--- src/rtl/sync_fifo_prog_if.sv ---
`default_nettype none
// ============================================================================
// Module      : sync_fifo_prog_if
// Description : Handshake, data and status bundle for sync_fifo_prog.
//               The master side is the producer/consumer; the slave side is
//               the FIFO.
// Revision    : 1.0 - initial release
// ============================================================================
interface sync_fifo_prog_if #(
    parameter int FIFO_WIDTH = 16,
    parameter int FIFO_DEPTH = 8,
    parameter int AW         = $clog2(FIFO_DEPTH)
) ();
    logic                  wr_en;
    logic [FIFO_WIDTH-1:0] data_in;
    logic                  rd_en;
    logic [FIFO_WIDTH-1:0] data_out;
    logic                  valid;
    logic                  wr_ack;
    logic                  overflow;
    logic                  underflow;
    logic                  full;
    logic                  empty;
    logic                  almostfull;
    logic                  almostempty;
    logic [AW:0]           count;
    logic [AW:0]           af_thresh;
    logic [AW:0]           ae_thresh;
    logic                  err_clr;
    logic                  ovf_sticky;
    logic                  udf_sticky;

    modport master (
        output wr_en, data_in, rd_en, af_thresh, ae_thresh, err_clr,
        input  data_out, valid, wr_ack, overflow, underflow, full, empty,
               almostfull, almostempty, count, ovf_sticky, udf_sticky
    );

    modport slave (
        input  wr_en, data_in, rd_en, af_thresh, ae_thresh, err_clr,
        output data_out, valid, wr_ack, overflow, underflow, full, empty,
               almostfull, almostempty, count, ovf_sticky, udf_sticky
    );
endinterface
`default_nettype wire

--- src/rtl/sync_fifo_prog.sv ---
`default_nettype none
// ============================================================================
// Module      : sync_fifo_prog
// Description : Single-clock FIFO with arbitrary depth, standard or
//               first-word-fall-through read, programmable almost-full /
//               almost-empty thresholds, occupancy and sticky error flags.
// Revision    : 1.0 - initial release
// ============================================================================
module sync_fifo_prog #(
    parameter int FIFO_WIDTH = 16,
    parameter int FIFO_DEPTH = 8,
    parameter int FWFT       = 0,
    parameter int AW         = $clog2(FIFO_DEPTH)
) (
    input  wire logic           clk,
    input  wire logic           rst,
    sync_fifo_prog_if.slave     fifo_if
);

    // Depth need not be a power of two, so pointers wrap on this value.
    localparam logic [AW-1:0] c_LAST_PTR  = AW'(FIFO_DEPTH - 1);
    localparam logic [AW-1:0] c_PTR_ONE   = AW'(1);
    localparam logic [AW:0]   c_DEPTH_CNT = (AW+1)'(FIFO_DEPTH);
    localparam logic [AW:0]   c_CNT_ONE   = (AW+1)'(1);

    logic [FIFO_WIDTH-1:0] r_mem [FIFO_DEPTH];
    logic [AW-1:0]         r_wr_ptr;
    logic [AW-1:0]         r_rd_ptr;
    logic [AW:0]           r_count;
    logic                  r_wr_ack;
    logic                  r_overflow;
    logic                  r_underflow;
    logic                  r_ovf_sticky;
    logic                  r_udf_sticky;

    logic                  w_full;
    logic                  w_empty;
    logic                  w_wr_acc;
    logic                  w_rd_acc;
    logic                  w_ovf_evt;
    logic                  w_udf_evt;

    // Flags come straight from the occupancy so accept decisions see this
    // cycle's state; a full FIFO never takes a write even alongside a read.
    assign w_full    = (r_count == c_DEPTH_CNT);
    assign w_empty   = (r_count == '0);
    assign w_wr_acc  = fifo_if.wr_en & ~w_full;
    assign w_rd_acc  = fifo_if.rd_en & ~w_empty;
    assign w_ovf_evt = fifo_if.wr_en & w_full;
    assign w_udf_evt = fifo_if.rd_en & w_empty;

    // Storage array; contents are intentionally left unreset.
    always_ff @(posedge clk) begin
        if (w_wr_acc) begin
            r_mem[r_wr_ptr] <= fifo_if.data_in;
        end
    end

    // Write/read pointers with explicit wrap, plus the occupancy counter.
    always_ff @(posedge clk) begin
        if (rst) begin
            r_wr_ptr <= '0;
            r_rd_ptr <= '0;
            r_count  <= '0;
        end else begin
            if (w_wr_acc) begin
                r_wr_ptr <= (r_wr_ptr == c_LAST_PTR) ? '0 : r_wr_ptr + c_PTR_ONE;
            end
            if (w_rd_acc) begin
                r_rd_ptr <= (r_rd_ptr == c_LAST_PTR) ? '0 : r_rd_ptr + c_PTR_ONE;
            end
            case ({w_wr_acc, w_rd_acc})
                2'b10:   r_count <= r_count + c_CNT_ONE;
                2'b01:   r_count <= r_count - c_CNT_ONE;
                default: r_count <= r_count;
            endcase
        end
    end

    // One-cycle status pulses and sticky error flags (a new event beats clear).
    always_ff @(posedge clk) begin
        if (rst) begin
            r_wr_ack     <= 1'b0;
            r_overflow   <= 1'b0;
            r_underflow  <= 1'b0;
            r_ovf_sticky <= 1'b0;
            r_udf_sticky <= 1'b0;
        end else begin
            r_wr_ack     <= w_wr_acc;
            r_overflow   <= w_ovf_evt;
            r_underflow  <= w_udf_evt;
            r_ovf_sticky <= w_ovf_evt | (r_ovf_sticky & ~fifo_if.err_clr);
            r_udf_sticky <= w_udf_evt | (r_udf_sticky & ~fifo_if.err_clr);
        end
    end

    generate
        if (FWFT != 0) begin : g_fwft_read
            // Head of queue is always presented; valid simply mirrors !empty.
            assign fifo_if.data_out = r_mem[r_rd_ptr];
            assign fifo_if.valid    = ~w_empty;
        end else begin : g_std_read
            logic [FIFO_WIDTH-1:0] r_data_out;
            logic                  r_valid;

            // Registered read: data lands one cycle after an accepted read.
            always_ff @(posedge clk) begin
                if (rst) begin
                    r_data_out <= '0;
                    r_valid    <= 1'b0;
                end else begin
                    r_valid <= w_rd_acc;
                    if (w_rd_acc) begin
                        r_data_out <= r_mem[r_rd_ptr];
                    end
                end
            end

            assign fifo_if.data_out = r_data_out;
            assign fifo_if.valid    = r_valid;
        end
    endgenerate

    // Thresholds are used live; af_thresh=0 and ae_thresh>=depth fall out
    // of the comparisons naturally since count is bounded by the depth.
    assign fifo_if.full        = w_full;
    assign fifo_if.empty       = w_empty;
    assign fifo_if.almostfull  = (r_count >= fifo_if.af_thresh);
    assign fifo_if.almostempty = (r_count <= fifo_if.ae_thresh);
    assign fifo_if.count       = r_count;
    assign fifo_if.wr_ack      = r_wr_ack;
    assign fifo_if.overflow    = r_overflow;
    assign fifo_if.underflow   = r_underflow;
    assign fifo_if.ovf_sticky  = r_ovf_sticky;
    assign fifo_if.udf_sticky  = r_udf_sticky;

endmodule
`default_nettype wire

--- src/flat_wrapper.sv ---
// flat-port wrapper written by rule: the top's interface ports become plain ports
module sync_fifo_prog_flat 
#(
    parameter int FIFO_WIDTH = 16,
    parameter int FIFO_DEPTH = 8,
    parameter int FWFT       = 0,
    parameter int AW         = $clog2(FIFO_DEPTH)
)
  (clk, rst, fifo_if_wr_en, fifo_if_data_in, fifo_if_rd_en, fifo_if_af_thresh, fifo_if_ae_thresh, fifo_if_err_clr, fifo_if_data_out, fifo_if_valid, fifo_if_wr_ack, fifo_if_overflow, fifo_if_underflow, fifo_if_full, fifo_if_empty, fifo_if_almostfull, fifo_if_almostempty, fifo_if_count, fifo_if_ovf_sticky, fifo_if_udf_sticky);
  sync_fifo_prog_if #(.FIFO_WIDTH(FIFO_WIDTH), .FIFO_DEPTH(FIFO_DEPTH), .AW(AW)) fifo_if_i ();
  input  wire logic clk;
  input  wire logic rst;
  input wire logic [$bits(fifo_if_i.wr_en)-1:0] fifo_if_wr_en;
  input wire logic [$bits(fifo_if_i.data_in)-1:0] fifo_if_data_in;
  input wire logic [$bits(fifo_if_i.rd_en)-1:0] fifo_if_rd_en;
  input wire logic [$bits(fifo_if_i.af_thresh)-1:0] fifo_if_af_thresh;
  input wire logic [$bits(fifo_if_i.ae_thresh)-1:0] fifo_if_ae_thresh;
  input wire logic [$bits(fifo_if_i.err_clr)-1:0] fifo_if_err_clr;
  output wire logic [$bits(fifo_if_i.data_out)-1:0] fifo_if_data_out;
  output wire logic [$bits(fifo_if_i.valid)-1:0] fifo_if_valid;
  output wire logic [$bits(fifo_if_i.wr_ack)-1:0] fifo_if_wr_ack;
  output wire logic [$bits(fifo_if_i.overflow)-1:0] fifo_if_overflow;
  output wire logic [$bits(fifo_if_i.underflow)-1:0] fifo_if_underflow;
  output wire logic [$bits(fifo_if_i.full)-1:0] fifo_if_full;
  output wire logic [$bits(fifo_if_i.empty)-1:0] fifo_if_empty;
  output wire logic [$bits(fifo_if_i.almostfull)-1:0] fifo_if_almostfull;
  output wire logic [$bits(fifo_if_i.almostempty)-1:0] fifo_if_almostempty;
  output wire logic [$bits(fifo_if_i.count)-1:0] fifo_if_count;
  output wire logic [$bits(fifo_if_i.ovf_sticky)-1:0] fifo_if_ovf_sticky;
  output wire logic [$bits(fifo_if_i.udf_sticky)-1:0] fifo_if_udf_sticky;
  assign fifo_if_i.wr_en = fifo_if_wr_en;
  assign fifo_if_i.data_in = fifo_if_data_in;
  assign fifo_if_i.rd_en = fifo_if_rd_en;
  assign fifo_if_i.af_thresh = fifo_if_af_thresh;
  assign fifo_if_i.ae_thresh = fifo_if_ae_thresh;
  assign fifo_if_i.err_clr = fifo_if_err_clr;
  assign fifo_if_data_out = fifo_if_i.data_out;
  assign fifo_if_valid = fifo_if_i.valid;
  assign fifo_if_wr_ack = fifo_if_i.wr_ack;
  assign fifo_if_overflow = fifo_if_i.overflow;
  assign fifo_if_underflow = fifo_if_i.underflow;
  assign fifo_if_full = fifo_if_i.full;
  assign fifo_if_empty = fifo_if_i.empty;
  assign fifo_if_almostfull = fifo_if_i.almostfull;
  assign fifo_if_almostempty = fifo_if_i.almostempty;
  assign fifo_if_count = fifo_if_i.count;
  assign fifo_if_ovf_sticky = fifo_if_i.ovf_sticky;
  assign fifo_if_udf_sticky = fifo_if_i.udf_sticky;
  sync_fifo_prog #(.FIFO_WIDTH(FIFO_WIDTH), .FIFO_DEPTH(FIFO_DEPTH), .FWFT(FWFT), .AW(AW)) u_core (.clk(clk), .rst(rst), .fifo_if(fifo_if_i));
endmodule
--- config.mk ---
export PLATFORM = sky130hd
export DESIGN_NAME = sync_fifo_prog_flat
export DESIGN_NICKNAME = d
export VERILOG_FILES = /design/src/rtl/sync_fifo_prog_if.sv /design/src/rtl/sync_fifo_prog.sv /design/src/flat_wrapper.sv
export SDC_FILE = /design/constraint.sdc
export NUM_CORES = 1
export LEC_CHECK = 0
export BUFFER_PORTS_ARGS = -buffer_cell sky130_fd_sc_hd__buf_2
export CORE_MARGIN = 4
export CORE_UTILIZATION = 57
export CTS_CLUSTER_DIAMETER = 30
export DETAILED_ROUTE_END_ITERATION = 16
export GPL_ROUTABILITY_DRIVEN = 0
export GPL_TIMING_DRIVEN = 0
export PLACE_DENSITY = 0.86
export SETUP_SLACK_MARGIN = 0.4
export SKIP_CTS_REPAIR_TIMING = 1
export SYNTH_ARGS = -nofsm -noshare
export SYNTH_HDL_FRONTEND = slang
export SYNTH_SLANG_ARGS = --single-unit
--- constraint.sdc ---
create_clock -name clk -period 3.6 [get_ports clk]
set_input_delay 0.54 -clock clk [delete_from_list [all_inputs] [get_ports clk]]
set_output_delay 0.54 -clock clk [all_outputs]
set_load 0.03 [all_outputs]
# Word-level counts from Yosys, hierarchy flattened
# Memory sizes are Yosys's and may differ from the RTL's. A register that Yosys moved wholly into a read port is not among the register bits.
# Cells that the tools add are included.
# word_totals
ff_bits,16
latch_bits,0
ram_bits,128
rom_bits,0
mem_count,1
# op_classes
n_addsub,4
mul,0
n_div,0
magnitude_cmp,2
n_eq_ne,5
shifts,0
mux,5
n_bitwise,11
reduce_logical,2
# mem_list
name,depth,word_bits,read_ports,rd_clocked_by_memory_dff,write_ports,line,rtl
u_core.r_mem,8,16,1,1,1,sync_fifo_prog.sv:26,logic [FIFO_WIDTH-1:0] r_mem [FIFO_DEPTH];
# op_table
cell,n
case mux 4 bit (2 select lines),1
"adder 3 x 1 -> 3 bit, second input constant",2
AND 1 bit,6
"== test 3 bit, second input constant",2
2-to-1 mux 3 bit,2
"adder 4 x 1 -> 4 bit, second input constant",1
"== test 4 bit, second input constant",1
greater-or-equal comparator 4 bit,1
<= comparator 4 bit,1
logical NOT 4 bit,1
"subtractor 4 x 1 -> 4 bit, second input constant",1
NOT 1 bit,3
"== test 2 x 1 -> 1 bit, second input constant",1
"== test 2 bit, second input constant",1
2-to-1 mux 1 bit,2
OR 1 bit,2
nonzero test 2 bit,1

# Depth between registers and ports, before layout
# Gate-level depths: netlist (run 1).
# depth
depth_word,5
mapped_depth,11
depth_no_buf,9

# Worst setup path before layout (run 1)
# No wires, ideal clock.
# synth_timing
path_type,register to register
startpoint,"reg u_core.r_count[1], in the netlist u_core.fifo_if.count[1]"
endpoint,"mem u_core.r_mem[0][0], enable pin"
arrival_time_ns,2.879
required_ns,3.170
setup_slack_ns,0.291
stages_incl_launch_ff,6
n_path_buf,2
period_less_slack_ns,3.309
path_cell_list,dfxtp_1 > buf_2 > nor4b_2 > nand2b_1 > buf_2 > nor4_1
# synth_between
elab_chain_len,5
# synth_lines
element,line,rtl
from (decl),sync_fifo_prog.sv:29,logic [AW:0] r_count;
from (signal assigned),sync_fifo_prog.sv:73,2'b10: r_count <= r_count + c_CNT_ONE;
from (signal assigned),sync_fifo_prog.sv:74,2'b01: r_count <= r_count - c_CNT_ONE;
from (signal assigned),sync_fifo_prog.sv:75,default: r_count <= r_count;
== test 4 bit,sync_fifo_prog.sv:45,assign w_full = (r_count == c_DEPTH_CNT);
via fifo_if_full,flat_wrapper.sv:24,output wire logic [$bits(fifo_if_i.full)-1:0] fifo_if_full;
NOT 1 bit,sync_fifo_prog.sv:47,assign w_wr_acc = fifo_if.wr_en & ~w_full;
AND 1 bit,sync_fifo_prog.sv:47,
2-to-1 mux 1 bit,sync_fifo_prog.sv:54,if (w_wr_acc) begin
2-to-1 mux 1 bit (implied by the code),sync_fifo_prog.sv:55,r_mem[r_wr_ptr] <= fifo_if.data_in;
to (decl),sync_fifo_prog.sv:26,
# The timed path passes the listed nets, and every way through them passes these cells.

# Worst setup path after layout (run 1)
# layout_timing
startpoint,"reg u_core.r_count[2], in the netlist u_core.fifo_if.count[2]"
endpoint,"reg u_core.r_count[3], in the netlist u_core.fifo_if.count[3]"
# layout_between
elab_chain_len,5
# layout_lines
element,line,rtl
logical NOT 4 bit (*),sync_fifo_prog.sv:46,assign w_empty = (r_count == '0);
NOT 1 bit (*),sync_fifo_prog.sv:48,assign w_rd_acc = fifo_if.rd_en & ~w_empty;
AND 1 bit (*),sync_fifo_prog.sv:48,
via u_core.w_rd_acc,sync_fifo_prog.sv:39,logic w_rd_acc;
== test 2 x 1 -> 1 bit or == test 2 bit (tied branches),sync_fifo_prog.sv:72,"case ({w_wr_acc, w_rd_acc})"
case mux 4 bit (2 select lines) or nonzero test 2 bit (tied branches),n/a,
# The timed path passes the listed nets; every way through them passes the cells marked *.
# A chain may end at the register's enable or synchronous reset.

==> results of run 1 <==
[per-layer routing]
layer / vias up / global-route usage / wire (um)
met1: 1736 / 0.276 / 5110
met2: 163 / 0.369 / 7020
li1: 1566 / - / -
met4: 0 / 0.103 / 392
met3: 27 / 0.0536 / 975
met5: - / 0 / 0
[synth_stat cells (all sizes together)]
library cell  instances
edfxtp              128
dfxtp                32
mux4                 32
nor2                 29
nor3                 20
ha                   15
o22ai                15
buf                  10
nand2                10
a21oi                 8
clkbuf                8
inv                   8
nand2b                7
mux2i                 4
o21ai                 4
a21o                  3
nor2b                 3
xor2                  3
nor4                  2
nor4b                 2
o21a                  2
or3                   2
a211oi                1
mux2                  1
nand3b                1
nand4                 1
nor4bb                1
o31ai                 1
o41ai                 1
[cell families after synthesis]
group                    share of synthesized area
AND/OR/NAND/NOR                             0.0710
buffers and inverters                       0.0222
adder cells (fa/ha/maj)                     0.0295
AO/OA/AOI/OAI                               0.0466
multiplexers                                 0.121
flip-flops                                   0.705
XOR/XNOR                                   0.00413
[per-stage QoR]
stage | total power [W] | worst slack, ns | util | TNS [ns]
6_report | 0.00567 | 0.731 | 0.698 | 0
5_1_grt | 0.00592 | 0.457 | 0.698 | 0
4_1_cts | 0.00569 | 0.604 | 0.696 | 0
3_5_place_dp | 0.00389 | 0.655 | 0.641 | 0
3_3_place_gp | 0.00379 | -0.107 | 0.627 | -4.85
2_1_floorplan | 0.00345 | 0.497 | - | 0
[sequential cells by signal, summed over array words and instances (netlist names)]
signal	count
u_core.fifo_if.valid	1
u_core.fifo_if.underflow	1
u_core.fifo_if.udf_sticky	1
u_core.fifo_if.overflow	1
u_core.r_rd_ptr	3
u_core.r_mem	128
u_core.fifo_if.count	4
u_core.fifo_if.ovf_sticky	1
u_core.fifo_if.data_out	16
u_core.r_wr_ptr	3
u_core.fifo_if.wr_ack	1
[worst max path at each step]
stage / end / slack (ns) / cells past startpoint / startpoint
2_1_floorplan: u_core.fifo_if.count[3]$_SDFFE_PP0P_ / 0.50 / 9 / u_core.fifo_if.count[3]$_SDFFE_PP0P_
3_3_place_gp: u_core.r_mem[1][2]$_DFFE_PP_ / -0.11 / 5 / u_core.fifo_if.count[1]$_SDFFE_PP0P_
3_5_place_dp: u_core.fifo_if.count[3]$_SDFFE_PP0P_ / 0.66 / 10 / u_core.fifo_if.count[1]$_SDFFE_PP0P_
4_1_cts: u_core.fifo_if.count[3]$_SDFFE_PP0P_ / 0.60 / 10 / u_core.fifo_if.count[1]$_SDFFE_PP0P_
5_1_grt: u_core.fifo_if.count[3]$_SDFFE_PP0P_ / 0.46 / 9 / u_core.fifo_if.count[3]$_SDFFE_PP0P_
6_report: u_core.fifo_if.count[3]$_SDFFE_PP0P_ / 0.73 / 10 / u_core.fifo_if.count[2]$_SDFFE_PP0P_
[power by group through the flow]
stage	Clock [W]	Sequential (W)	Combinational (W)
2_1_floorplan	0	0.00251	0.000942
3_3_place_gp	0	0.00232	0.00148
3_5_place_dp	0	0.00233	0.00156
4_1_cts	0.00181	0.00230	0.00158
5_1_grt	0.00190	0.00232	0.00170
6_report	0.00179	0.00230	0.00159
[cell type report]
cell class	count	area, sq um	area share
Tap cell	140	175	0.0231
Multi-Input combinational cell	168	1780	0.234
Timing Repair Buffer	67	413	0.0544
Clock buffer	20	445	0.0586
Inverter	8	30.0	0.00395
Clock inverter	12	159	0.0209
Sequential cell	160	4480	0.590
Buffer	18	111	0.0147
==> flow_summary.toml, run 1 <==
[run_status]
outcome = "finished clean"

[drt]
ant_nets = 0
avgViaCountPerCell = 5.89
drc = 0
wl_per_cell_um = 22.8
wl_um = 13500
via_count = 3492
drt_iter0_drc = 313
drtPass1Iterations = 4

[sta]
setup_viol_count_final = 0
max_freq_mhz = 349
clock_skew_ns = 0.00910
period_minus_slack_ns = 2.87
tightestPinTransition_ns = 0.974
hold_violations = 0
relSlewSlack = 0.347
hold_ws_ns = 0.286
rsz0062_at_grt = "false"
finalCritPeriodShare = 0.797
slew_violations = 0

[power]
power_switching_w = 0.00177
power_frac_comb = 0.280
ir_drop_mv = 0.368
switching_share = 0.312
p_leak_nw = 2.75
p_int_w = 0.00390
power.share.clock = 0.315
pwr_density_cell_nw_per_um2 = 747
seqPwrFrac = 0.405

[logic_synthesis]
synth_top_cell_area_share = 0.604
ys_types = 38
netlist_area_sq_um = 6360
synth_area_leaders = "edfxtp_1 60%, mux4_2 11%, dfxtp_1 10%"
synth_seq_cells = 160
yosysWarnings = 0
synth_top_cell_by_area = "edfxtp_1"
ys_seq_area_frac = 0.705
synth_cells = 354
avgSynthCellArea_sq_um = 18.0
synth_nets = 398

[worst_setup_path]
path_cells = "o41ai_4, buf_4, inv_2, buf_2, ha_1, clkbuf_1, nor4b_1, o21ai_0, o31ai_1, mux2_2"
worst_r2r_path_depth = 10
critPathBufInv = 4
worstSetupPathType = "reg -> reg"
r2r_start = "u_core.fifo_if.count[2]$_SDFFE_PP0P_"
arrival_ns = 3.27
r2r_end = "u_core.fifo_if.count[3]$_SDFFE_PP0P_"
r2r_setup_slack_ns = 0.73
cp_max_fo = 11
crit_path_max_incr_delay_ns = 0.62
worst_ep_required_time_ns = 4.00
critical-path-top-delay-family = "buffers and inverters"
endpoint_kind = "register"
worst_setup_path_start_kind = "register"
cp_slowest_cell = "dfxtp_1"

[final_layout]
fin_nets = 484
n_antenna_cell = 0
syn_to_final_growth_pct = 19.4
fin_cells = 593
layout-drive-gt1-share = 0.384
num-fill-cells = 664
layout_commonest_cell = "edfxtp_1"
layout_common_cells = "128 x edfxtp_1, 63 x buf_2, 32 x mux4_2, 32 x dfxtp_1, 26 x nor2_1"
final_area_sq_um = 7590

[hold_path]
worstHoldPathCells = 1
holdPathEnd = "u_core.r_mem[1][4]$_DFFE_PP_"
hold_path_class = "in -> reg"
min_from = "fifo_if_data_in[4]"

[die]
start_util = 0.584
rows = 38
die_area_sq_um = 12900
die_x_um = 114
fp.dieH_um = 114
core_area_sq_um = 10900
io_pins = 59

[flow_run]
cap_violations = 0

[global_routing]
grt_pass1_wl_um = 20500
antenna_found_initial = 0
grt_pass1_vias = 3611
grt_max_degree = 17
gr-total-overflow = 0
grt_use_total = 0.222

[clock_network]
cts_tree = "built"
htree_levels = 4
cts_buffer_depth = 2
root_buffer = "clkbuf_8"
cts.sinks = 160
cts_inserted_buffers = 17
clkLatencyLatePin_ns = 0.52
clk_pin_slew_ns = 0.06

[placed_design]
hpwlAfterDp_um = 8720
place_area_sq_um = 6980
portBuffers = 57
placedCellCount = 559
(Power assumes the default switching activity.)
==> run 2, diff against run 1 <==
==> constraint.sdc (replaced) <==
create_clock -name clk -period 3 [get_ports clk]
set_input_delay 0.45 -clock clk [delete_from_list [all_inputs] [get_ports clk]]
set_output_delay 0.45 -clock clk [all_outputs]
set_load 0.03 [all_outputs]
==> flow_summary.toml, run 2 (synthesized netlist as in run 1, its figures left out) <==
[global_routing]
grt_max_degree = 17
gr-total-overflow = 0
antenna_found_initial = 0
grt_pass1_vias = 3701
grt_use_total = 0.219
grt_pass1_wl_um = 20700

[worst_setup_path]
cp_slowest_cell = "dfxtp_4"
r2r_start = "u_core.fifo_if.count[3]$_SDFFE_PP0P_"
arrival_ns = 2.05
crit_path_max_incr_delay_ns = 0.40
worst_setup_path_start_kind = "register"
r2r_setup_slack_ns = 0.54
worst_r2r_path_depth = 10
timing.critical_path.from = "u_core.fifo_if.count[0]$_SDFFE_PP0P_"
endpoint_kind = "primary output"
worstSetupPathType = "reg -> out"
worst_ep_required_time_ns = 2.55
crit_end = "fifo_if_almostfull"
path_cells = "inv_2, ha_1, nand2b_1, a21o_1, a21o_1, a21o_1, buf_6"
cp_max_fo = 6
worst_path_most_repeated_cell = "a21o_1"
r2r_end = "u_core.fifo_if.count[2]$_SDFFE_PP0P_"

[placed_design]
portBuffers = 57
hpwlAfterDp_um = 8390
place_ws_ns = 0.249

[clock_network]
clkLatencyLatePin_ns = 0.52
cts.sinks = 160
root_buffer = "clkbuf_8"
htree_levels = 4
cts_tree = "built"
clk_pin_slew_ns = 0.06
cts_buffer_depth = 2
cts_inserted_buffers = 17

[drt]
ant_nets = 0
drtPass1Iterations = 7
wl_per_cell_um = 22.2
via_count = 3602
avgViaCountPerCell = 6.04
drt_iter0_drc = 311
wl_um = 13200
drc = 0

[sta]
period_minus_slack_ns = 2.50
max_freq_mhz = 400
tightestPinTransition_ns = 0.911
hold_violations = 0
rsz0062_at_grt = "false"
slew_violations = 0
setup_ws_ns = 0.497
clock_skew_ns = 0.00955
setup_viol_count_final = 0
hold_ws_ns = 0.197
relSlewSlack = 0.389
finalCritPeriodShare = 0.834

[power]
power_w = 0.00693
ir_drop_mv = 0.529
pwr_density_cell_nw_per_um2 = 901
p_leak_nw = 2.77

[final_layout]
layout-drive-gt1-share = 0.408
largest_reg_flops = 128
layout_common_cells = "128 x edfxtp_1, 59 x buf_2, 32 x mux4_2"
regMostFlops = "u_core.r_mem"
syn_to_final_growth_pct = 20.9
n_antenna_cell = 0
layout_commonest_cell = "edfxtp_1"
fin_nets = 487

[flow_run]
cap_violations = 0

[die]
fp.dieH_um = 114
core_area_sq_um = 10900
die_area_sq_um = 12900
io_pins = 59
rows = 38
start_util = 0.584
die_x_um = 114

[run_status]
outcome = "finished clean"

[hold_path]
hold_path_class = "in -> reg"
run 2: critical path, delay by kind of cell (launching register included):
family	cells	cell delay, ns
AO/OA/AOI/OAI	3	0.51
flip-flops	1	0.40
adder cells (fa/ha/maj)	1	0.29
buffers and inverters	2	0.19
AND/OR/NAND/NOR	1	0.14
run 2: final cells by class:
| type | count | area, sq um |
|---|---|---|
| tap | 140 | 175 |
| fill | 651 | 3200 |
| sequential | 160 | 4490 |
| inverter | 8 | 30.0 |
| multi-input combinational | 168 | 1810 |
| buffer | 18 | 136 |
| clock inverter | 12 | 158 |
| timing repair buffer | 70 | 435 |
| clock buffer | 20 | 445 |
run 2: through the flow:
step | instances | area [sq um] | utilization | setup TNS [ns]
2_1_floorplan | 354 | 6430 | - | 0
3_3_place_gp | 551 | 6890 | 0.633 | -26.91
3_5_place_dp | 559 | 7040 | 0.646 | 0
4_1_cts | 591 | 7640 | 0.702 | 0
5_1_grt | 596 | 7690 | 0.706 | 0
6_report | 596 | 7690 | 0.706 | 0
run 2: worst min-delay path by stage:
stage	cells past startpoint	from	to	slack [ns]
after floorplan	2	u_core.r_wr_ptr[0]$_SDFFE_PP0P_	u_core.r_wr_ptr[0]$_SDFFE_PP0P_	0.52
after global placement	2	u_core.fifo_if.ovf_sticky$_SDFF_PP0_	u_core.fifo_if.ovf_sticky$_SDFF_PP0_	0.46
after detailed placement	2	u_core.fifo_if.ovf_sticky$_SDFF_PP0_	u_core.fifo_if.ovf_sticky$_SDFF_PP0_	0.46
final	3	fifo_if_err_clr	u_core.fifo_if.udf_sticky$_SDFF_PP0_	0.20
after CTS	1	fifo_if_data_in[12]	u_core.r_mem[7][12]$_DFFE_PP_	0.17
after global routing	1	fifo_if_data_in[4]	u_core.r_mem[2][4]$_DFFE_PP_	0.19
run 2: per-layer routing:
layer	wire length [um]	share of wire	track usage	vias up
met1	5100	0.39	0.290	1804
li1	-	-	-	1568
met4	180	0.014	0.0697	0
met3	1120	0.085	0.0493	19
met2	6810	0.52	0.364	211
met5	0	0	0	-
run 2: report_power, final:
| part | switching [W] | internal [W] | leakage, nW |
|---|---|---|---|
| Clock | 0.000840 | 0.00132 | 0.288 |
| Sequential | 0.000146 | 0.00262 | 1.43 |
| Combinational | 0.00118 | 0.000825 | 1.06 |
==> run 3, diff against run 2 <==
==> constraint.sdc (replaced) <==
create_clock -name clk -period 2.55 [get_ports clk]
set_input_delay 0.3825 -clock clk [delete_from_list [all_inputs] [get_ports clk]]
set_output_delay 0.3825 -clock clk [all_outputs]
set_load 0.03 [all_outputs]
==> flow_summary.toml, run 3 (synthesized netlist as in run 1, its figures left out) <==
[worst_setup_path]
r2r_end = "u_core.fifo_if.count[3]$_SDFFE_PP0P_"
r2r_start = "u_core.fifo_if.count[1]$_SDFFE_PP0P_"
r2r_setup_slack_ns = 0.12
worst_setup_path_start_kind = "register"
cp_max_fo = 6
worst_ep_required_time_ns = 2.96
arrival_ns = 2.84
worst_r2r_path_depth = 10
worstSetupPathType = "reg -> reg"
endpoint_kind = "register"

[die]
start_util = 0.584
die_x_um = 114
io_pins = 59
core_area_sq_um = 10900
fp.dieH_um = 114
die_area_sq_um = 12900
rows = 38

[global_routing]
grt_pass1_vias = 3736
gr-total-overflow = 0
grt_pass1_wl_um = 21000
grt_use_total = 0.224
antenna_found_initial = 0
grt_max_degree = 17

[hold_path]
hold_path_class = "in -> reg"
worstHoldPathCells = 1
holdPathEnd = "u_core.r_mem[3][13]$_DFFE_PP_"
min_from = "fifo_if_data_in[13]"

[sta]
setup_viol_count_final = 0
period_minus_slack_ns = 2.43
clock_skew_ns = 0.0124
tightestPinTransition_ns = 0.846
hold_violations = 0
max_freq_mhz = 411
setup-tns-final_ns = 0
finalCritPeriodShare = 0.954
rsz0062_at_grt = "true"
slew_violations = 0
relSlewSlack = 0.436

[final_layout]
n_antenna_cell = 0
fin_cells = 615
fin_nets = 506
layout_commonest_cell = "edfxtp_1"
layout_common_cells = "128 x edfxtp_1, 58 x buf_2, 32 x mux4_2"
largest_reg_flops = 128
layout-drive-gt1-share = 0.442
post-route-util = 0.735
syn_to_final_growth_pct = 25.8
num-fill-cells = 597
regMostFlops = "u_core.r_mem"

[drt]
wl_per_cell_um = 23.7
drtPass1Iterations = 5
avgViaCountPerCell = 6.05
drt_iter0_drc = 335
wl_um = 14600
via_count = 3722
ant_nets = 0
drc = 0

[power]
ir_drop_mv = 0.663
p_leak_nw = 2.87
pwr_density_cell_nw_per_um2 = 1060

[placed_design]
portBuffers = 57
placedCellCount = 556
hpwlAfterDp_um = 8580

[clock_network]
htree_levels = 4
clk_pin_slew_ns = 0.07
cts_tree = "built"
cts_inserted_buffers = 17
cts_buffer_depth = 2
clkLatencyLatePin_ns = 0.52
cts.sinks = 160
root_buffer = "clkbuf_8"

[run_status]
outcome = "finished clean"

[flow_run]
cap_violations = 0
## run 3: how the worst max path moves through the flow
stage / startpoint / endpoint
6_report: u_core.fifo_if.count[1]$_SDFFE_PP0P_ / u_core.fifo_if.count[3]$_SDFFE_PP0P_
3_3_place_gp: u_core.fifo_if.count[2]$_SDFFE_PP0P_ / u_core.r_mem[0][2]$_DFFE_PP_
4_1_cts: u_core.fifo_if.count[1]$_SDFFE_PP0P_ / u_core.fifo_if.count[2]$_SDFFE_PP0P_
2_1_floorplan: u_core.fifo_if.count[1]$_SDFFE_PP0P_ / u_core.fifo_if.count[3]$_SDFFE_PP0P_
3_5_place_dp: u_core.fifo_if.count[1]$_SDFFE_PP0P_ / u_core.fifo_if.count[2]$_SDFFE_PP0P_
5_1_grt: u_core.fifo_if.count[1]$_SDFFE_PP0P_ / u_core.fifo_if.count[3]$_SDFFE_PP0P_
## run 3: critical path, stage by stage, from the launching register on
cell and delay (ns):
dfxtp_4 0.36, buf_8 0.14, nor4b_4 0.36, nand2b_4 0.21, buf_12 0.11, ha_4 0.19
buf_8 0.13, nor4bb_4 0.27, o21ai_1 0.10, o31ai_1 0.08, mux2_2 0.36
## run 3: layout make-up
class,instances,area (sq um),area share
Buffer,18,154,0.0192
Clock buffer,23,457,0.0571
Clock inverter,9,134,0.0167
Inverter,8,32.5,0.00407
Multi-Input combinational cell,168,1950,0.244
Sequential cell,160,4500,0.562
Tap cell,140,175,0.0219
Timing Repair Buffer,89,602,0.0752
## run 3: routing by layer
| metal | vias to the layer above | GRT usage | share of wire |
|---|---|---|---|
| li1 | 1616 | - | - |
| met1 | 1880 | 0.276 | 0.36 |
| met2 | 196 | 0.387 | 0.54 |
| met3 | 30 | 0.0525 | 0.075 |
| met4 | 0 | 0.0865 | 0.026 |
| met5 | - | 0 | 0 |
## run 3: report_power, final
group,switching [W],leakage [nW],internal [W]
registers,0.000183,1.43,0.00308
clock network,0.000976,0.287,0.00155
logic,0.00150,1.16,0.00120
total,0.00266,2.87,0.00583
## run 3: stage by stage
| stage | total power, W | instance area [sq um] | hold WS, ns | setup WS, ns |
|---|---|---|---|---|
| final | 0.00850 | 8000 | 0.130 | 0.118 |
| after global routing | 0.00886 | 8000 | 0.115 | 0.0395 |
| after CTS | 0.00810 | 7620 | 0.109 | -0.228 |
| after detailed placement | 0.00557 | 7030 | 0.474 | -0.186 |
| after global placement | 0.00544 | 6920 | 0.455 | -0.389 |
| after floorplan | 0.00496 | 6460 | 0.481 | -0.0325 |
